**config.mk**
```make
export PLATFORM = sky130hd
export DESIGN_NAME = spi_master_ctrl
export DESIGN_NICKNAME = d
export VERILOG_FILES = /design/src/rtl/spi_master_ctrl.sv
export SDC_FILE = /design/constraint.sdc
export NUM_CORES = 1
export LEC_CHECK = 0
export ABC_AREA = 0
export CORE_ASPECT_RATIO = 0.75
export CORE_MARGIN = 10
export CORE_UTILIZATION = 25
export CTS_BUF_LIST = sky130_fd_sc_hd__clkbuf_16
export CTS_CLUSTER_DIAMETER = 150
export CTS_CLUSTER_SIZE = 14
export DETAILED_ROUTE_END_ITERATION = 8
export PLACE_DENSITY = 0.52
export SLEW_MARGIN = 0
export SYNTH_ARGS = -nofsm -noshare
export SYNTH_HDL_FRONTEND = slang
export SYNTH_SLANG_ARGS = --single-unit
```
**constraint.sdc**
```tcl
create_clock -name clk_i -period 2.5 [get_ports clk_i]
set_input_delay 0.375 -clock clk_i [delete_from_list [all_inputs] [get_ports clk_i]]
set_output_delay 0.375 -clock clk_i [all_outputs]
set_load 0.05 [all_outputs]
```
**src/rtl/spi_master_ctrl.sv**
```systemverilog
// spi_master_ctrl
// Parametrised SPI master. It runs one full-duplex word transfer per accepted
// start and supports:
//   - all four CPOL/CPHA modes
//   - a programmable SCLK half-period of (clk_div_bi+1) clk_i cycles
//   - MSB- or LSB-first bit order
//   - CS_N active-low chip selects
// Mode, order, divider, chip select and transmit word are latched when start
// is accepted, so input changes during a transfer have no effect.
//
// Ports:
//   clk_i, rst_i       system clock, synchronous active-high reset
//   start_i            start request, sampled only while idle
//   data_in_bi         word to transmit
//   cpol_i, cpha_i     SPI mode; cpol_i also sets the idle SCLK level
//   lsb_first_i        1: LSB first, 0: MSB first (transmit and receive)
//   clk_div_bi         SCLK half-period minus one, in clk_i cycles
//   cs_sel_bi          index of chip select to assert (>= CS_N: none)
//   busy_o             high while a transfer is in progress
//   done_o             one-cycle pulse on the first idle cycle after a transfer
//   data_out_bo        last received word, updated at transfer end
//   spi_miso_i         serial data in
//   spi_mosi_o         serial data out
//   spi_sclk_o         serial clock
//   spi_cs_bo          active-low chip selects
module spi_master_ctrl #(
    parameter int unsigned DATA_W = 8,
    parameter int unsigned CS_N   = 1,
    parameter int unsigned DIV_W  = 8,
    parameter int unsigned CSW    = (CS_N > 1) ? $clog2(CS_N) : 1
) (
    input  logic              clk_i,
    input  logic              rst_i,
    input  logic              start_i,
    input  logic [DATA_W-1:0] data_in_bi,
    input  logic              cpol_i,
    input  logic              cpha_i,
    input  logic              lsb_first_i,
    input  logic [DIV_W-1:0]  clk_div_bi,
    input  logic [CSW-1:0]    cs_sel_bi,
    output logic              busy_o,
    output logic              done_o,
    output logic [DATA_W-1:0] data_out_bo,
    input  logic              spi_miso_i,
    output logic              spi_mosi_o,
    output logic              spi_sclk_o,
    output logic [CS_N-1:0]   spi_cs_bo
);

    // XFER spans 2*DATA_W half-periods, indexed 0 .. 2*DATA_W-1.
    localparam int unsigned     ECW      = $clog2(2 * DATA_W);
    localparam logic [ECW-1:0]  LAST_HP  = ECW'(2 * DATA_W - 1);
    localparam logic [ECW-1:0]  PENULT_HP = ECW'(2 * DATA_W - 2);

    typedef enum logic [1:0] {IDLE, LEAD, XFER, TRAIL} state_t;

    state_t              state;
    logic                cpha_q;
    logic                lsb_q;
    logic [DIV_W-1:0]    div_q;
    logic [DIV_W-1:0]    hp_cnt;
    logic [ECW-1:0]      hp_idx;
    logic [DATA_W-1:0]   tx_sr;
    logic [DATA_W-1:0]   rx_sr;

    logic [CS_N-1:0]     cs_start;
    logic                tick;
    logic                sample;
    logic                advance;
    logic                tx_first;
    logic                tx_next;

    // Chip-select pattern for the requested index; out-of-range leaves all high.
    always_comb begin
        cs_start = '1;
        for (int unsigned i = 0; i < CS_N; i++) begin
            if (cs_sel_bi == CSW'(i)) begin
                cs_start[i] = 1'b0;
            end
        end
    end

    assign tick     = (hp_cnt == '0);
    assign tx_first = lsb_first_i ? data_in_bi[0] : data_in_bi[DATA_W-1];
    assign tx_next  = lsb_q ? tx_sr[0] : tx_sr[DATA_W-1];

    // Half-period hp_idx starts with SCLK edge hp_idx+1; even indices follow
    // leading edges. The sampling half-periods are even for CPHA=0, odd for CPHA=1.
    assign sample = (hp_idx[0] == cpha_q);

    // MOSI moves with the edge that opens the next half-period:
    // CPHA=0 on trailing edges except the last, CPHA=1 on leading edges except the first.
    assign advance = (hp_idx != LAST_HP) &&
                     (cpha_q ? hp_idx[0] : (!hp_idx[0] && (hp_idx != PENULT_HP)));

    always_ff @(posedge clk_i) begin
        if (rst_i) begin
            state       <= IDLE;
            cpha_q      <= 1'b0;
            lsb_q       <= 1'b0;
            div_q       <= '0;
            hp_cnt      <= '0;
            hp_idx      <= '0;
            tx_sr       <= '0;
            rx_sr       <= '0;
            busy_o      <= 1'b0;
            done_o      <= 1'b0;
            data_out_bo <= '0;
            spi_mosi_o  <= 1'b0;
            spi_sclk_o  <= 1'b0;
            spi_cs_bo   <= '1;
        end else begin
            case (state)
                IDLE: begin
                    done_o     <= 1'b0;
                    spi_cs_bo  <= '1;
                    spi_mosi_o <= 1'b0;
                    spi_sclk_o <= cpol_i;
                    if (start_i) begin
                        state      <= LEAD;
                        busy_o     <= 1'b1;
                        cpha_q     <= cpha_i;
                        lsb_q      <= lsb_first_i;
                        div_q      <= clk_div_bi;
                        hp_cnt     <= clk_div_bi;
                        hp_idx     <= '0;
                        rx_sr      <= '0;
                        spi_cs_bo  <= cs_start;
                        spi_mosi_o <= tx_first;
                        tx_sr      <= lsb_first_i ? (data_in_bi >> 1) : (data_in_bi << 1);
                    end
                end
                LEAD: begin
                    if (tick) begin
                        state      <= XFER;
                        hp_cnt     <= div_q;
                        spi_sclk_o <= ~spi_sclk_o;
                    end else begin
                        hp_cnt <= hp_cnt - 1'b1;
                    end
                end
                XFER: begin
                    if (tick) begin
                        hp_cnt <= div_q;
                        if (sample) begin
                            rx_sr <= lsb_q ? {spi_miso_i, rx_sr[DATA_W-1:1]}
                                           : {rx_sr[DATA_W-2:0], spi_miso_i};
                        end
                        if (hp_idx == LAST_HP) begin
                            state <= TRAIL;
                        end else begin
                            hp_idx     <= hp_idx + 1'b1;
                            spi_sclk_o <= ~spi_sclk_o;
                        end
                        if (advance) begin
                            spi_mosi_o <= tx_next;
                            tx_sr      <= lsb_q ? (tx_sr >> 1) : (tx_sr << 1);
                        end
                    end else begin
                        hp_cnt <= hp_cnt - 1'b1;
                    end
                end
                TRAIL: begin
                    if (tick) begin
                        state       <= IDLE;
                        busy_o      <= 1'b0;
                        done_o      <= 1'b1;
                        spi_cs_bo   <= '1;
                        spi_mosi_o  <= 1'b0;
                        data_out_bo <= rx_sr;
                    end else begin
                        hp_cnt <= hp_cnt - 1'b1;
                    end
                end
                default: state <= IDLE;
            endcase
        end
    end

endmodule

```
* Word level (Yosys, flattened, before mapping) *
Index checks and enable logic that the tools add are counted.

word-level totals
  bits in registers = 53
  input bits = 24
  output and inout bits = 13
  logic and storage cells = 98

operators by class
  $add $sub $neg = 2
  equal/unequal tests = 16
  multiplexer cells = 44
  bitwise logic cells = 1
  reduce and logical (&&, ||, !) cells = 21

operators with widths
  kind                                               number
  2-to-1 mux 8 bit                                   12
  one-hot mux 8 bit (2 select lines)                 2
  one-hot mux 8 bit (3 select lines)                 1
  AND reduction 4 bit                                5
  inequality test 2 bit (second input constant)      9
  2-to-1 mux 1 bit                                   14
  2-to-1 mux 4 bit                                   3
  2-to-1 mux 2 bit                                   5
  zero test 8 bit                                    1
  inequality test 4 bit (second input constant)      2
  one-hot mux 2 bit (4 select lines)                 1
  one-hot mux 4 bit (2 select lines)                 1
  AND reduction 2 bit                                4
  subtractor 8 x 1 -> 8 bit (second input constant)  1
  one-hot mux 1 bit (2 select lines)                 3
  one-hot mux 1 bit (3 select lines)                 2
  nonzero test 3 bit                                 2
  AND reduction 5 bit                                1
  adder 4 x 1 -> 4 bit (second input constant)       1
  == test 2 bit (second input constant)              2
  == test 4 bit (second input constant)              1
  nonzero test 2 bit                                 2
  AND reduction 3 bit                                1
  == test 2 x 1 -> 1 bit (second input constant)     1
  6 further kinds                                    7

* Logic depth before layout (Yosys ltp) *
  word-level depth = 7
  gate-level depth with buffers = 9
  mapped depth without buffers = 7

* Least setup slack after synthesis *
OpenSTA, ideal clock, no wires.

  path type = reg2reg
  from = register hp_cnt[0]
  to = register hp_idx[3]
  library setup time = 0.070 ns
  arrival = 1.875 ns
  required time = 2.430 ns
  slack = 0.556 ns
  cell stages (with the launch flop) = 8
  path buffers = 0
  clock period less this slack = 1.944 ns
  cells stage by stage = dfxtp_1 -> inv_1 -> ha_1 -> nor3b_2 -> nand3_2 -> a211o_1 -> or3_1 -> a21oi_1

between the ends
  word-level cells in the longest chain between the ends = 3

ends and longest elaborated chain
  what                             line  source
  from (decl)                      61    logic [DIV_W-1:0] hp_cnt;
  from (signal assigned)           125   hp_cnt <= clk_div_bi;
  from (signal assigned)           136   hp_cnt <= div_q;
  from (signal assigned)           139   hp_cnt <= hp_cnt - 1'b1;
  zero test 8 bit                  83    assign tick = (hp_cnt == '0);
  inequality test 2 bit (no line)  n/a
  AND reduction 4 bit (no line)    n/a
  to (signal assigned)             152   hp_idx <= hp_idx + 1'b1;
  to (decl)                        62    logic [ECW-1:0] hp_idx;

Every way passes these cells.
A chain may end at the register's enable or synchronous reset.

* Worst setup path after layout *
  from = register hp_cnt[0]
  to = register tx_sr[7]

between the ends
  word-level cells in the longest chain between the ends = 3

ends and longest elaborated chain
  what                             line  source
  zero test 8 bit                  83
  inequality test 2 bit (no line)  n/a
  AND reduction 4 bit (no line)    n/a
  to (signal assigned)             130   tx_sr <= lsb_first_i ? (data_in_bi >> 1) : (data_in_bi << 1);
  to (signal assigned)             157   tx_sr <= lsb_q ? (tx_sr >> 1) : (tx_sr << 1);
  to (decl)                        63    logic [DATA_W-1:0] tx_sr;

Every way passes these cells.

==> metrics.md <==
| Metric | Value |
|---|---|
| Status | completed |
| Post-CTS Resized | 0 |
| Pin count of the biggest net entering global routing | 40 |
| Layout area overhead | 22.5% |
| Most used DFF post-synth | dfxtp_1 |
| Worst slew margin | between 60% and 70% |
| Synthesized area per cell | between 8 and 9 um2 |
| Sequential area share after synthesis | between 30 and 40% |
| Slew Viols, Final | 0 |
| Share of cells above drive strength 1 | around a tenth |
| Synth Area in Adders | under 10% |
| Via Count | between 2,000 and 3,000 |
| Fillers | around 1,200 |
| CTS Buf Count | 5 |
| Initial Util | between 20% and 30% |
| Unique masters post-synth | between 50 and 60 |
| Post-DP HPWL | slightly above 6000 um |
| Sequential power share | 34.1% |
| Clock Path Buffers | 2 |
| Final Setup Violations | 0 |
| Fin Setup TNS | 0 ps |
| Drt pass-1 iters | 5 |
| Antenna violations before repair | 0 |
| Tmin final | between 2000 and 2500 ps |
| Maxcap violations | 0 |
| Ys async rst share | 0% |
| Worst Hold Class | flip-flop to flip-flop |
| Sequential cell area | about 1100 um2 |
| Port-buffer cells | 36 |
| Vias/cell | approximately 5 |
| CTS tree | done |
| Arr. time, crit path | roughly 2500 ps |
| Layout Nets | 420 |
| Number of global-route vias before repair | approximately 2,600 |
| Synth warnings | 0 |
| RSZ-0062 raised after global routing | no |
| Crit-path max FO | 9 |
| Dominant cell type by area after synthesis | dfxtp_1 |
| Remaining Overflow, GRT | 0 |
| Mux share of post-synthesis cell area | 9.28% |
| Int Power | approximately 2 mW |
| Antenna viol nets, final | 0 |
| Simple-gate share of the synthesized area | roughly a fifth |
| Ranking of synthesized cells by area | dfxtp_1 (36%), nand2_1 (7.6%), a21oi_1 (7.4%) |
| Total I/O pin count | 37 |
| CTS clk-pin slew, worst paths | ~70 ps |
| Critical path required time | 2710 ps |
| DRC Markers | 0 |
| CP Capture Type | flip-flop |
| Antenna Cells | 0 |
| CTS Sinks | between 50 and 60 |
| First-pass GRT wire length | approximately 14,000 um |
| Routed WL | approximately 8400 um |
| Main combinational cell family by area after synthesis | compound AO/OA/AOI/OAI gates |
| Yosys reg bits | 53 |
| Final Util | a little under a third |
| Top cell type's share of synthesized area | between 30 and 40% |
| Leak pwr | about 1.2 nW |
| CTS Root Cell | clkbuf_16 |
| Final Hold Fails | 0 |
| Peak VDD IR | 0.301 mV |
| Area of the core | 11,500 um2 |
| Gr usage total | between 10 and 15% |
| Number of cell rows | 34 |
| XOR/XNOR Fraction of Synth Area | 0.601% |
| Net Sw Frac | between 40% and 50% |
| Setup bufs post-CTS | 0 |
| Max Freq | 438 MHz |
| Clk_lat worst skew | 290 ps |
| Skew final | 9.34 ps |
| P_sw | ~1.5 mW |
| Iteration-0 DRC Markers | 205 |
| Syn Inst Count | 356 |
| Hold_buf cts | 0 |
| Mapped Nets | approximately 390 |
| Critical path class | flip-flop to flip-flop |
| Compound-Gate Fraction of Synth Area | ~25% |
| Multi-input logic area | roughly 1700 um2 |
| Comb power frac | a little under half |
| Die area | 16,400 um2 |
| Die H | 113 um |
| Slew @ Worst Pin | between 500 and 600 ps |
| WL per Instance | about 16 um |
| Top cells by count, synth | nand2_1 (59), dfxtp_1 (53), a21oi_1 (43) |
| Startpoint Class | flip-flop |
| # H-tree levels | 2 |
| PD cells | around 970 nW/um2 |
| Synth Cell Area | 2910 um2 |
| Most frequent cell after synthesis | nand2_1 |
| Die width | approximately 140 um |
| Period utilization | roughly 91% |
| Clock network power share | 19.8% |
| GPL Wtd Cong | approximately 0.88 |
| Post-synth EDFFs | 0 |
==> sequential cells by signal (all words and copies together) (netlist names) <==
signal       count
state            2
hp_cnt           8
hp_idx           4
busy_o           1
data_out_bo      8
lsb_q            1
spi_sclk_o       1
spi_cs_bo        1
tx_sr            8
spi_mosi_o       1
div_q            8
rx_sr            8
done_o           1
cpha_q           1
==> power by group through the flow <==
stage	sequential [mW]	combinational [mW]	clock (mW)
after floorplan	1.20	1.14	0
after global placement	1.19	1.57	0
after detailed placement	1.19	1.58	0
after CTS	1.18	1.59	0.708
after global routing	1.20	1.77	0.744
final	1.18	1.60	0.687
==> kinds of logic after synthesis <==
family | count (synthesis)
AOI/OAI and AO/OA | 114
xor gates and xnor gates | 2
adders and majority gates | 8
buffers and inverters | 34
DFF | 53
muxes | 26
and+or+nand+nor | 119
==> routing by layer <==
metal / track usage [%] / vias to the layer above / routed length (um) / part of all wire (%)
met2: 15.3 / 54 / 3730 / 45
li1: - / 1363 / - / -
met3: 2.78 / 5 / 374 / 4.5
met4: 2.28 / 0 / 53 / 0.63
met5: 0 / - / 0 / 0
met1: 14.5 / 1288 / 4220 / 50
==> worst max-delay path: stages, from the launching register on <==
cell and delay [ps]:
dfxtp_1 330, inv_1 100, ha_1 240, nor3b_2 470
nand2_1 280, a21oi_2 420, a21oi_1 120, a311oi_1 240
==> area by class of cell <==
cell class	count	area share, %
Tap cell	144	5.05
Multi-Input combinational cell	269	47.4
Clock buffer	5	3.51
Timing Repair Buffer	49	12.8
Clock inverter	2	0.456
Sequential cell	53	29.7
Inverter	10	1.05
==> cell usage in the layout, fill, tap and decap left out, types with 3 or more instances in the layout <==
| master | netlist | final |
|---|---|---|
| a21o_1 | 3 | 3 |
| a21oi_1 | 43 | 43 |
| a311oi_1 | 4 | 4 |
| buf_4 | 1 | 13 |
| clkbuf_16 | 0 | 5 |
| clkdlybuf4s50_1 | 0 | 36 |
| dfxtp_1 | 53 | 53 |
| ha_1 | 8 | 8 |
| inv_1 | 9 | 9 |
| mux2_2 | 8 | 8 |
| mux2i_1 | 18 | 18 |
| nand2_1 | 59 | 59 |
| nand3_1 | 12 | 12 |
| nor2_1 | 16 | 16 |
| nor3_1 | 9 | 9 |
| o2111ai_1 | 6 | 6 |
| o211ai_1 | 3 | 3 |
| o21ai_0 | 21 | 21 |
| o31ai_1 | 9 | 9 |
| or4_1 | 3 | 3 |
==> final timing paths <==
check	startpoint	to	slack [ps]	cells past startpoint
max	hp_cnt[0]$_SDFFE_PP0P_	tx_sr[7]$_SDFFE_PP0P_	210	7
max reg2reg	hp_cnt[0]$_SDFFE_PP0P_	tx_sr[7]$_SDFFE_PP0P_	210	7
min reg2reg	data_out_bo[2]$_SDFFE_PP0P_	data_out_bo[2]$_SDFFE_PP0P_	460	2
min	data_out_bo[2]$_SDFFE_PP0P_	data_out_bo[2]$_SDFFE_PP0P_	460	2
==> metrics by stage <==
step | hold WS, ps | cells | total power, mW | cell area, um2 | setup slack [ps]
2_1_floorplan | 436 | 356 | 2.34 | 2910 | 556
4_1_cts | 461 | 532 | 3.48 | 3570 | 252
6_report | 455 | 532 | 3.46 | 3570 | 214
5_1_grt | 484 | 532 | 3.72 | 3570 | 12.1
3_5_place_dp | 450 | 525 | 2.78 | 3430 | 262
3_3_place_gp | 446 | 525 | 2.76 | 3430 | 322
No activity file was read; power rests on OpenSTA's default activity.
